`src/rtl/mips_pkg.sv`:
```
// mips_pkg: loader state encoding and stream framing constants shared by the imem loader.
// The CHK state only exists when IMEM_LOADER_CHECKSUM_EN is defined.
package mips_pkg;
    localparam int WORD_BYTES = 4;
    localparam int LEN_BYTES = 2;
    typedef enum logic [2:0] {
        LEN_HI,
        LEN_LO,
        WORD,
`ifdef IMEM_LOADER_CHECKSUM_EN
        CHK,
`endif
        DONE,
        ERR
    } ld_state_t;
endpackage

```
`src/rtl/imem_loader_if.sv`:
```
// imem_loader_if: UART byte input, reload request, instruction-memory write port and core control.
interface imem_loader_if;
    logic [7:0]  rx_data;
    logic        rx_valid;
    logic        reload;
    logic        wr_en;
    logic [31:0] wr_addr;
    logic [31:0] wr_data;
    logic        cpu_rst_n;
    logic        done;
    logic        err;
    modport master (input rx_data, rx_valid, reload, output wr_en, wr_addr, wr_data, cpu_rst_n, done, err);
    modport slave (output rx_data, rx_valid, reload, input wr_en, wr_addr, wr_data, cpu_rst_n, done, err);
endinterface

```
`src/rtl/imem_loader_word_packer.sv`:
```
// word_packer: shifts in bytes MSB first and strobes ready with the assembled word on the 4th byte.
module word_packer
    import mips_pkg::*;
(
    input  logic        clk,
    input  logic        rst,
    input  logic        clr,
    input  logic        byte_valid,
    input  logic [7:0]  byte_in,
    output logic [31:0] word,
    output logic        ready
);
    logic [23:0] sr;
    logic [1:0]  cnt;
    always_ff @(posedge clk or negedge rst)
        if (!rst) begin
            sr  <= '0;
            cnt <= '0;
        end else if (clr) begin
            sr  <= '0;
            cnt <= '0;
        end else if (byte_valid) begin
            sr  <= {sr[15:0], byte_in};
            cnt <= cnt + 2'd1;
        end
    // Word is combined with the live byte so the strobe lands on the 4th byte's cycle.
    assign word  = {sr, byte_in};
    assign ready = byte_valid && cnt == 2'(WORD_BYTES - 1);
endmodule

```
`src/rtl/imem_loader.sv`:
```
// imem_loader: loads a length-prefixed UART program into instruction memory, holding the core in reset until done.
// Define IMEM_LOADER_CHECKSUM_EN to require a trailing XOR checksum byte.
module imem_loader
    import mips_pkg::*;
#(
    parameter int unsigned MAX_WORDS = 256,
    parameter logic [31:0] BASE_ADDR = 32'h0000_0000
) (
    input logic clk,
    input logic rst,
    imem_loader_if.master bus
);
    ld_state_t   state, nxt;
    logic [15:0] n, n_cur, wcnt;
    logic [31:0] word;
    logic        ready, pack_en, clr;
`ifdef IMEM_LOADER_CHECKSUM_EN
    localparam ld_state_t FIN = CHK;
    logic [7:0] xsum;
`else
    localparam ld_state_t FIN = DONE;
`endif
    assign n_cur = {n[15:8], bus.rx_data};

    word_packer u_pack (
        .clk        (clk),
        .rst        (rst),
        .clr        (clr),
        .byte_valid (pack_en),
        .byte_in    (bus.rx_data),
        .word       (word),
        .ready      (ready)
    );

    always_ff @(posedge clk or negedge rst)
        if (!rst) state <= LEN_HI;
        else state <= nxt;

    always_comb begin
        nxt = state;
        case (state)
            LEN_HI: nxt = bus.rx_valid ? LEN_LO : LEN_HI;
            LEN_LO: if (bus.rx_valid) nxt = 32'(n_cur) > MAX_WORDS ? ERR : n_cur == '0 ? FIN : WORD;
            WORD:   if (ready && wcnt + 16'd1 == n) nxt = FIN;
`ifdef IMEM_LOADER_CHECKSUM_EN
            CHK:    if (bus.rx_valid) nxt = bus.rx_data == xsum ? DONE : ERR;
`endif
            DONE, ERR: if (bus.reload) nxt = LEN_HI;
            default: nxt = LEN_HI;
        endcase
    end

    always_comb begin
        pack_en = bus.rx_valid && state == WORD;
        clr     = bus.reload && (state == DONE || state == ERR);
    end

    // done/cpu_rst_n rise one cycle after entering DONE so they never coincide with the last wr_en.
    always_ff @(posedge clk or negedge rst)
        if (!rst) begin
            n             <= '0;
            wcnt          <= '0;
            bus.wr_en     <= 1'b0;
            bus.wr_addr   <= BASE_ADDR;
            bus.wr_data   <= '0;
            bus.done      <= 1'b0;
            bus.cpu_rst_n <= 1'b0;
            bus.err       <= 1'b0;
        end else begin
            bus.wr_en     <= ready;
            bus.done      <= state == DONE && nxt == DONE;
            bus.cpu_rst_n <= state == DONE && nxt == DONE;
            bus.err       <= nxt == ERR;
            if (bus.rx_valid && state == LEN_HI) n[15:8] <= bus.rx_data;
            if (bus.rx_valid && state == LEN_LO) n <= n_cur;
            if (ready) begin
                bus.wr_addr <= BASE_ADDR + {14'd0, wcnt, 2'b00};
                bus.wr_data <= word;
                wcnt        <= wcnt + 16'd1;
            end
            if (clr) wcnt <= '0;
        end

`ifdef IMEM_LOADER_CHECKSUM_EN
    always_ff @(posedge clk or negedge rst)
        if (!rst) xsum <= '0;
        else if (clr) xsum <= '0;
        else if (bus.rx_valid && (state == LEN_HI || state == LEN_LO || state == WORD)) xsum <= xsum ^ bus.rx_data;
`endif
endmodule

```
`src/flat_wrapper.sv`:
```
// flat-port wrapper written by rule: the top's interface ports become plain ports
module imem_loader_flat import mips_pkg::*;
#(
    parameter int unsigned MAX_WORDS = 256,
    parameter logic [31:0] BASE_ADDR = 32'h0000_0000
)
  (clk, rst, bus_rx_data, bus_rx_valid, bus_reload, bus_wr_en, bus_wr_addr, bus_wr_data, bus_cpu_rst_n, bus_done, bus_err);
  imem_loader_if bus_i ();
  input logic clk;
  input logic rst;
  input wire logic [$bits(bus_i.rx_data)-1:0] bus_rx_data;
  input wire logic [$bits(bus_i.rx_valid)-1:0] bus_rx_valid;
  input wire logic [$bits(bus_i.reload)-1:0] bus_reload;
  output wire logic [$bits(bus_i.wr_en)-1:0] bus_wr_en;
  output wire logic [$bits(bus_i.wr_addr)-1:0] bus_wr_addr;
  output wire logic [$bits(bus_i.wr_data)-1:0] bus_wr_data;
  output wire logic [$bits(bus_i.cpu_rst_n)-1:0] bus_cpu_rst_n;
  output wire logic [$bits(bus_i.done)-1:0] bus_done;
  output wire logic [$bits(bus_i.err)-1:0] bus_err;
  assign bus_i.rx_data = bus_rx_data;
  assign bus_i.rx_valid = bus_rx_valid;
  assign bus_i.reload = bus_reload;
  assign bus_wr_en = bus_i.wr_en;
  assign bus_wr_addr = bus_i.wr_addr;
  assign bus_wr_data = bus_i.wr_data;
  assign bus_cpu_rst_n = bus_i.cpu_rst_n;
  assign bus_done = bus_i.done;
  assign bus_err = bus_i.err;
  imem_loader #(.MAX_WORDS(MAX_WORDS), .BASE_ADDR(BASE_ADDR)) u_core (.clk(clk), .rst(rst), .bus(bus_i));
endmodule
```
`config.mk`:
```
export PLATFORM = sky130hd
export DESIGN_NAME = imem_loader_flat
export DESIGN_NICKNAME = d
export VERILOG_FILES = /design/src/rtl/mips_pkg.sv /design/src/rtl/imem_loader_if.sv /design/src/rtl/imem_loader_word_packer.sv /design/src/rtl/imem_loader.sv /design/src/flat_wrapper.sv
export SDC_FILE = /design/constraint.sdc
export NUM_CORES = 1
export LEC_CHECK = 0
export CORE_MARGIN = 4
export CORE_UTILIZATION = 45
export DETAILED_ROUTE_END_ITERATION = 6
export GPL_TIMING_DRIVEN = 0
export HOLD_SLACK_MARGIN = 0.02
export PLACE_DENSITY = 0.69
export SLEW_MARGIN = 20
export SYNTH_ARGS = -nofsm -noshare
export SYNTH_HDL_FRONTEND = slang
export SYNTH_SLANG_ARGS = --single-unit
```
`constraint.sdc`:
```
create_clock -name clk -period 5.6 [get_ports clk]
set_input_delay 1.12 -clock clk [delete_from_list [all_inputs] [get_ports clk]]
set_output_delay 1.12 -clock clk [all_outputs]
set_load 0.005 [all_outputs]
```
[After elaboration in Yosys (flattened, before gate mapping)]
Index checks and enable logic that the tools add are counted.
Cells by class
  add/sub/neg operators: 2
  $lt $le $gt $ge: 1
  muxes and demuxes: 13
  reductions and logical operators: 14
  equal/unequal tests: 8
  bitwise operators: 1
Operators with widths (number)
  $mux W24: 2
  $mux W16: 2
  $add A16 B1 Y16 const B: 1
  $eq A16 B16 Y1: 1
  $gt A16 B9 Y1 const B: 1
  $logic_not A16 Y1: 1
  $mux W3: 4
  $pmux W3 S4: 1
  $eq A3 B2 Y1 const B: 3
  $logic_and A1 B1 Y1: 7
  $eq A3 B3 Y1 const B: 2
  $mux W2: 2
  $reduce_bool A2 Y1: 2
  $eq A3 B1 Y1 const B: 1
  $logic_not A3 Y1: 1
  $add A2 B1 Y2 const B: 1
  $eq A2 B2 Y1 const B: 1
  $mux W1: 2
  $reduce_and A2 Y1: 1
  $reduce_or A2 Y1: 1
  $logic_or A1 B1 Y1: 1
  $not A1 Y1: 1
Storage, ports and cells
  output and inout bits: 68
  word-level logic and storage cells: 50
  flip-flop bits (word level): 112

[Depth between registers and ports, before layout]
Gate-level depths: netlist of run 1.
  depth after elaboration: 8
  mapped depth: 9

[Hierarchy]
Synthesis of run 1 repeated with hierarchy kept, for this count alone.
Unflattened totals
  cell total of the unflattened synthesis: 443
  area, all modules: 5410.2 sq um
Modules (own cells, without submodules)
  imem_loader: cells each 349, area an instance 4256.6 sq um, times used 1, seq. area each 2152.1 sq um
  word_packer: cells each 94, area an instance 1153.6 sq um, times used 1, seq. area each 650.6 sq um

[Worst setup path before layout of run 1]
No wires, ideal clock.
  path type: input to register
  start point: input bus_rx_valid
  end point: register u_core.n[10]
  path buffers: 0
  setup slack: 3.409 ns
  data arrival time: 2.066 ns
  setup time: 0.125 ns
  cell stages on the path: 2
  data required time: 5.475 ns
  path through: nor4b_2 > mux2_2
On the way
  cells in the longest elaborated chain, start to end: 3
  elaborated cells between the ends (all ways): 4
  those cells by class: bitwise: 1; reduce/logical: 3
Ends and longest elaborated chain
  from (decl): RTL line flat_wrapper.sv:12  | input wire logic [$bits(bus_i.rx_valid)-1:0] bus_rx_valid;
  $logic_and A1 B1 Y1: RTL line imem_loader.sv:75  | if (bus.rx_valid && state == LEN_LO) n <= n_cur;
  $not A1 Y1 (no line)
  $reduce_and A2 Y1 (no line) (*)
  to (signal assigned): RTL line imem_loader.sv:74  | if (bus.rx_valid && state == LEN_HI) n[15:8] <= bus.rx_data;
  to (signal assigned): RTL line imem_loader.sv:75
  to (decl): RTL line imem_loader.sv:14  | logic [15:0] n, n_cur, wcnt;
Every way passes the cells marked *; elsewhere a longest branch is shown, timed or not.
A chain may end at the register's enable or synchronous reset.

[Worst setup path after layout of run 1]
  start point: input bus_rx_valid
  end point: register u_core.wcnt[13]
On the way
  cells in the longest elaborated chain, start to end: 3
Ends and longest elaborated chain
  $logic_and A1 B1 Y1: RTL line imem_loader.sv:54  | pack_en = bus.rx_valid && state == WORD;
  $logic_and A1 B1 Y1: RTL line imem_loader_word_packer.sv:28  | assign ready = byte_valid && cnt == 2'(WORD_BYTES - 1);
  $reduce_bool A2 Y1 (no line)
  to (signal assigned): RTL line imem_loader.sv:79  | wcnt <= wcnt + 16'd1;
  to (decl): RTL line imem_loader.sv:14
No other way between the ends.

==> results of run 1 <==
==> metal layers <==
metal,GRT usage (%),routed length [um],vias to the layer above
li1,-,-,2047
met1,27.2,5710,2015
met2,32.6,6030,124
met3,3.03,616,12
met4,6.65,191,0
met5,0,0,-
==> Yosys cell counts, drive strengths merged, types with 3 or more instances <==
master and count:
inv 3, nor2 21, dfrtp 112, buf 41, xor2 6, o21ai 25
nor3 9, nand3 13, nand4 3, clkbuf 8, nand2 213, and4 4
xnor2 16, nor4 4, o31ai 9, a21oi 34, nor3b 4, nor2b 3
mux2 15, and3 6
==> flip-flops by register name, summed over array words and instances, names as in the netlist <==
name,count
u_core.bus.err,1
u_core.wcnt,16
u_core.u_pack.sr,24
u_core.bus.cpu_rst_n,1
u_core.bus.wr_addr,16
u_core.bus.wr_en,1
u_core.bus.wr_data,32
u_core.n,16
u_core.state,3
u_core.u_pack.cnt,2
==> final cells by class <==
cell class,count,area [um2]
Buffer,49,288
Tap cell,143,179
Clock inverter,6,50.0
Multi-Input combinational cell,423,2160
Clock buffer,10,229
Inverter,3,11.3
Sequential cell,112,2800
Fill cell,1053,4990
Timing Repair Buffer,64,659
==> per-stage QoR <==
| step | area (um2) | hold WS, ns | setup WS, ns | total power, mW |
|---|---|---|---|---|
| after floorplan | 5270 | 0.439 | 3.41 | 1.26 |
| after global placement | 6080 | 0.456 | -0.770 | 1.36 |
| after detailed placement | 6100 | 0.461 | 2.44 | 1.38 |
| after CTS | 6380 | 0.478 | 2.81 | 2.00 |
| after global routing | 6380 | 0.498 | 2.64 | 2.09 |
| final | 6380 | 0.476 | 2.77 | 1.99 |
==> worst max-delay path, cell delays in order <==
cell and delay (ns):
clkdlybuf4s50_1 0.51, and2_1 0.21, nand2_2 0.16, inv_2 0.08
nor2_1 0.46, buf_2 0.34, o21ai_0 0.12, o31ai_1 0.08
==> worst paths after layout <==
| path | endpoint | depth (start not counted) | start |
|---|---|---|---|
| worst max-delay path | u_core.wcnt[13] | 8 | bus_rx_valid |
| worst min-delay path | u_core.bus.wr_addr[11] | 2 | u_core.bus.wr_addr[11] |
| worst max register to register | u_core.state[0] | 7 | u_core.wcnt[1] |
| worst min register to register | u_core.bus.wr_addr[11] | 2 | u_core.bus.wr_addr[11] |
| max in group asynchronous | u_core.bus.wr_data[23] | 2 | rst |
| min in group asynchronous | u_core.bus.wr_addr[13] | 1 | rst |
==> power by group through the flow <==
| stage | Sequential [mW] | Clock [mW] | Combinational (mW) |
|---|---|---|---|
| after global placement | 1.00 | 0 | 0.357 |
| final | 0.991 | 0.621 | 0.377 |
| after CTS | 0.989 | 0.633 | 0.378 |
| after floorplan | 0.973 | 0 | 0.284 |
| after global routing | 1.00 | 0.671 | 0.415 |
| after detailed placement | 1.01 | 0 | 0.373 |
==> logic make-up after synthesis <==
group           after synthesis  share of synthesized area [%]
buf+inv                      52                           5.74
mux                          15                           3.24
compound gates               80                           8.79
other cells                   1                         0.0720
simple gates                288                           24.2
fa+ha+maj                     2                          0.480
xor+xnor                     22                           3.70
flops                       112                           53.8
==> metrics.md, run 1 <==
| Metric | Value |
|---|---|
| Synth top area share | `53.8%` |
| Hold_buf cts | `0` |
| # diodes | `0` |
| Dpl hpwl | `8880 um` |
| Seq/Total Area, Yosys | `53.8%` |
| WS Path Type | `in -> reg` |
| Post-Place Cells | `794` |
| Slew HR | `37.4%` |
| # IOs | `80` |
| Fin crit share | `50.6%` |
| P_sw | `0.594 mW` |
| Post-layout util | `56.1%` |
| Setup tns final | `0 ns` |
| Crit end category | `register` |
| Primary FF master, synth | `dfrtp_1` |
| Worst Path Arrival | `3.09 ns` |
| Initial antenna violation count | `0` |
| Unrepaired setup endpoints after global routing | `false` |
| Rows | `39` |
| Clock Sinks | `112` |
| First-pass GRT wire length | `20700 um` |
| Yosys warning total | `0` |
| Die height | `116 um` |
| Status | `finished clean` |
| Worst-path maximum fanout | `10` |
| Most frequent cells in the layout | `211 x nand2_1, 112 x dfrtp_1, 62 x clkdlybuf4s50_1` |
| Commonest non-fill, non-tap cell in the layout | `nand2_1` |
| Switching Fraction | `29.8%` |
| Die area | `13400 um2` |
| Combinational share of power | `19.0%` |
| PostCTS Resize Cnt | `0` |
| Die width | `116 um` |
| Flip-flop and latch count after synthesis | `112` |
| Sequential share of power | `49.8%` |
| Synth async-reset ratio | `100%` |
| Pre-Repair DR Iteration Count | `5` |
| GRT Util Overall | `19.9%` |
| Post-synthesis cell area | `5210 um2` |
| Clk pin slew, worst setup/hold paths | `0.07 ns` |
| EDFF count, synth | `0` |
| Routed Wire Length | `12500 um` |
| Global route overflow | `0` |
| Internal power | `1.40 mW` |
| Cell variety after synth | `50` |
| Final hold violations | `0` |
| Drt drc | `0` |
| Clock root buffer | `clkbuf_16` |
| GP Congestion | `0.811` |
| Synth top area cells | `dfrtp_1 54%, nand2_1 15%, a21oi_1 3.3%` |
| DRT iter0 DRCs | `270` |
| DR WL/cell | `15.5 um` |
| PD cells | `312 nW/um2` |
| Via Count | `4198` |
| Clock period minus worst slack | `2.83 ns` |
| Postcts setup bufs | `0` |
| Clk_lat worst skew | `0.36 ns` |
| Max-slew violations | `0` |
| Layout Cells excl Fill | `810` |
| Worst R2R Setup Slack | `3.31 ns` |
| Cells after Synth | `572` |
| Hold crit path type | `reg -> reg` |
| Largest net degree at the start of global routing | `67` |
| TritonCTS Buffers | `9` |
| Critical path launch point type | `input port` |
| H-tree depth | `3` |
| Mean area per synthesized cell | `9.11 um2` |
| Final ANT Viol Nets | `0` |
| CORE AREA | `11400 um2` |
| Worst EP required | `5.86 ns` |
| Syn-to-layout area delta | `22.5%` |
| Layout cells sized above 1 | `12.3%` |
| Final layout net count | `676` |
| Worst slew pin tran | `0.937 ns` |
| Clock share of power | `31.2%` |
| Clock skew | `0.00691 ns` |
| FMAX | `353 MHz` |
| Maximum VDD drop | `0.170 mV` |
| Leading area contributor after synthesis | `dfrtp_1` |
| Lkg Pwr | `3.04 nW` |
| Vias per Instance | `5.18` |
| Port Buffers | `63` |
| CTS Buffer Depth | `2` |
| Starting Density | `45.8%` |
| Vias in the first global route | `4060` |
| TritonCTS clock tree | `built` |
| Max-cap violations | `0` |
| Setup violations, final | `0` |
No activity file was read; power rests on OpenSTA's default activity.
==> run 2, diff against run 1 <==
==> constraint.sdc (replaced) <==
create_clock -name clk -period 2.8 [get_ports clk]
set_input_delay 0.56 -clock clk [delete_from_list [all_inputs] [get_ports clk]]
set_output_delay 0.56 -clock clk [all_outputs]
set_load 0.005 [all_outputs]
==> results of run 2 <==
The final DEF is identical to that of run 1. Status: finished clean.
Main changes from that run: setup slack after placement 2.44 ns -> 0.202 ns; setup slack after layout 2.77 ns -> 0.510 ns; hold slack 0.476 ns -> 0.131 ns; start point of the critical path bus_rx_valid -> u_core.wcnt[1]; end point of the critical path u_core.wcnt[13] -> u_core.state[0]; register-to-register setup slack 3.31 ns -> 0.51 ns; total power 1.99 mW -> 3.98 mW; worst IR drop on VDD 0.170 mV -> 0.339 mV
==> run 3, diff against run 2 <==
--- a/config.mk
+++ b/config.mk
@@ -10,7 +10,7 @@
 export DETAILED_ROUTE_END_ITERATION = 6
 export GPL_TIMING_DRIVEN = 0
 export HOLD_SLACK_MARGIN = 0.02
-export PLACE_DENSITY = 0.69
+export PLACE_DENSITY = 0.71
 export SLEW_MARGIN = 20
 export SYNTH_ARGS = -nofsm -noshare
 export SYNTH_HDL_FRONTEND = slang
==> constraint.sdc (replaced) <==
create_clock -name clk -period 1.8 [get_ports clk]
set_input_delay 0.36 -clock clk [delete_from_list [all_inputs] [get_ports clk]]
set_output_delay 0.36 -clock clk [all_outputs]
set_load 0.005 [all_outputs]
==> run 3 against run 2 <==
  * Worst hold slack improved by 0.33 ns
  * Non-clock buffer count increased by 15
  * Cell count increased by 1.9%
  * Final area increased by 5.9%
  * Sequential share of layout area decreased by 2.4 points
  * Core utilization increased by 3.3 points
  * The run now ends with setup timing left
  * Largest power group unchanged
  * Combinational power increased by 66%
  * Largest cell class unchanged
  * Global-route usage about the same
  * Critical endpoint unchanged
  * Die area unchanged
  * Wire length increased by 2.6%
==> metrics.md, run 3 (synthesis results as in run 1) <==
| Metric | Value |
|---|---|
| Crit end category | `register` |
| Hold crit path type | `in -> async` |
| Max-slew violations | `0` |
| Largest Register | `u_core.bus.wr_data` |
| Design area | `6760 um2` |
| Die width | `116 um` |
| Final layout net count | `691` |
| RR Startpoint | `u_core.wcnt[1]` |
| WS Path Type | `reg -> reg` |
| Final ANT Viol Nets | `0` |
| Syn-to-layout area delta | `29.8%` |
| Sequential share of power | `48.0%` |
| Clk pin slew, worst setup/hold paths | `0.07 ns` |
| Worst R2R Setup Slack | `-0.1 ns` |
| Crit-path max cell delay | `0.44 ns` |
| FF-to-FF End | `u_core.state[0]` |
| Placed cell area | `6120 um2` |
| Post-layout util | `59.5%` |
| Dpl hpwl | `8780 um` |
| Largest regs | `u_core.bus.wr_data (32), u_core.u_pack.sr (24)` |
| CTS Buffer Depth | `2` |
| Fin crit share | `105%` |
| Max reg flops | `32` |
| Clock share of power | `32.9%` |
| Starting Density | `45.8%` |
| Worst Path Arrival | `2.16 ns` |
| Layout cells sized above 1 | `18.2%` |
| # IOs | `80` |
| Critical path depth | `7` |
| Overall Power | `6.55 mW` |
| CORE AREA | `11400 um2` |
| Clock period minus worst slack | `1.90 ns` |
| Max-cap violations | `0` |
| GP Congestion | `0.850` |
| TritonCTS clock tree | `built` |
| Status | `complete, but fails checks` |
| Clk_lat worst skew | `0.35 ns` |
| Critical path launch point type | `register` |
| Clock Sinks | `112` |
| Setup violations, final | `1` |
| Combinational share of power | `19.1%` |
| Final hold violations | `0` |
| Clock root buffer | `clkbuf_16` |
| Worst-path maximum fanout | `4` |
| Global route overflow | `0` |
| Commonest non-fill, non-tap cell in the layout | `nand2_1` |
| Via Count | `4338` |
| Largest net degree at the start of global routing | `80` |
| # diodes | `0` |
| Worst slack, placed | `-0.542 ns` |
| DR WL/cell | `15.6 um` |
| Internal power | `4.66 mW` |
| Die height | `116 um` |
| Rows | `39` |
| Switching Fraction | `28.8%` |
| Worst slew pin tran | `0.608 ns` |
| PD cells | `969 nW/um2` |
| Worst Setup SP | `u_core.wcnt[1]` |
| Vias per Instance | `5.26` |
| Fillers | `962` |
| Worst EP required | `2.06 ns` |
| Most frequent cells in the layout | `211 x nand2_1, 109 x dfrtp_1, 62 x clkdlybuf4s50_1` |
| Kind of cell adding the most delay to the critical path | `simple AND/OR/NAND/NOR gates` |
| TritonCTS Buffers | `9` |
| GRT Util Overall | `19.9%` |
| Unrepaired setup endpoints after global routing | `true` |
| Clock skew | `0.00575 ns` |
| Reg2reg path depth | `7` |
| Port Buffers | `63` |
| Vias in the first global route | `4190` |
| First-pass GRT wire length | `21000 um` |
| Die area | `13400 um2` |
| Slew HR | `59.3%` |
| FMAX | `527 MHz` |
| Maximum VDD drop | `0.471 mV` |
| Crit path top cell by count | `and3_4` |
| Crit path buf inv count | `0` |
| Failing checks | `setup timing` |
| Routed Wire Length | `12900 um` |
| Lkg Pwr | `3.22 nW` |
| DRT iter0 DRCs | `308` |
| Pre-Repair DR Iteration Count | `4` |
| H-tree depth | `3` |
| Slowest cell on crit path | `dfrtp_2` |
| Initial antenna violation count | `0` |
| CP Capture Point | `u_core.state[0]` |
| P_sw | `1.89 mW` |
| Crit-path cells | `ha_4, and3_4, and3_4, xnor2_4, nor4_4, o2111ai_2, o31ai_2` |
| Drt drc | `0` |
| Setup WS post-layout | `-0.0985 ns` |
==> run 3: cell types whose count changed in the layout (fill, tap and decap cells not counted), moves of 3 or more <==
cell | previous run | this run
clkbuf_2 | 0 | 4
nor2_2 | 0 | 3
dfrtp_2 | 0 | 3
nor3_1 | 8 | 5
buf_2 | 17 | 3
clkbuf_1 | 9 | 3
dfrtp_1 | 112 | 109
buf_4 | 18 | 37
nor2_1 | 21 | 17
buf_1 | 4 | 1
clkbuf_4 | 0 | 6
buf_6 | 3 | 10
==> run 3: how the worst min path moves through the flow <==
stage / start / to
after detailed placement: rst / u_core.bus.wr_addr[5]
after global placement: u_core.bus.wr_addr[12] / u_core.bus.wr_addr[12]
after global routing: rst / u_core.bus.wr_addr[5]
after floorplan: rst / u_core.bus.cpu_rst_n
final: rst / u_core.bus.wr_addr[5]
after CTS: u_core.u_pack.sr[23] / u_core.bus.wr_data[31]
==> run 3: final cells by class <==
type | count | area, um2 | share of cell area [%]
inverters | 3 | 13.8 | 0.204
flip-flops and latches | 112 | 2810 | 41.5
plain buffers | 46 | 343 | 5.07
well taps | 143 | 179 | 2.65
repair buffers | 82 | 801 | 11.8
clock buffers | 9 | 225 | 3.33
clock inverters | 7 | 92.6 | 1.37
multi-input cells | 423 | 2300 | 34.0
==> run 3: what timing repair did <==
action	CTS	global route
endpoints found under the setup margin	72	82
pin swaps	7	10
hold buffers	1	0
setup buffers	10	7
resized for setup	29	41
endpoints found under the hold margin	33	0
==> run 3: per-layer routing <==
layer	global-route usage [%]	vias up	part of all wire, %
met5	0	-	0
met4	7.67	0	2.3
met3	2.61	20	4.8
met2	34.1	137	51
met1	25.8	2109	42
li1	-	2072	-
==> run 3: power groups by stage <==
stage | clock network, mW | registers (mW) | logic, mW
after floorplan | 0 | 3.03 | 0.883
after global placement | 0 | 3.12 | 1.10
after detailed placement | 0 | 3.13 | 1.17
after CTS | 2.19 | 3.13 | 1.18
after global routing | 2.27 | 3.18 | 1.37
final | 2.15 | 3.14 | 1.25
==> run 3: per-stage QoR <==
step / hold WS, ns / instances / TNS (ns)
after CTS: 0.474 / 819 / -0.0372
after global placement: 0.457 / 793 / -457.42
after global routing: 0.506 / 825 / -0.202
after detailed placement: 0.277 / 794 / -30.19
final: 0.465 / 825 / -0.0985
after floorplan: 0.0644 / 587 / 0
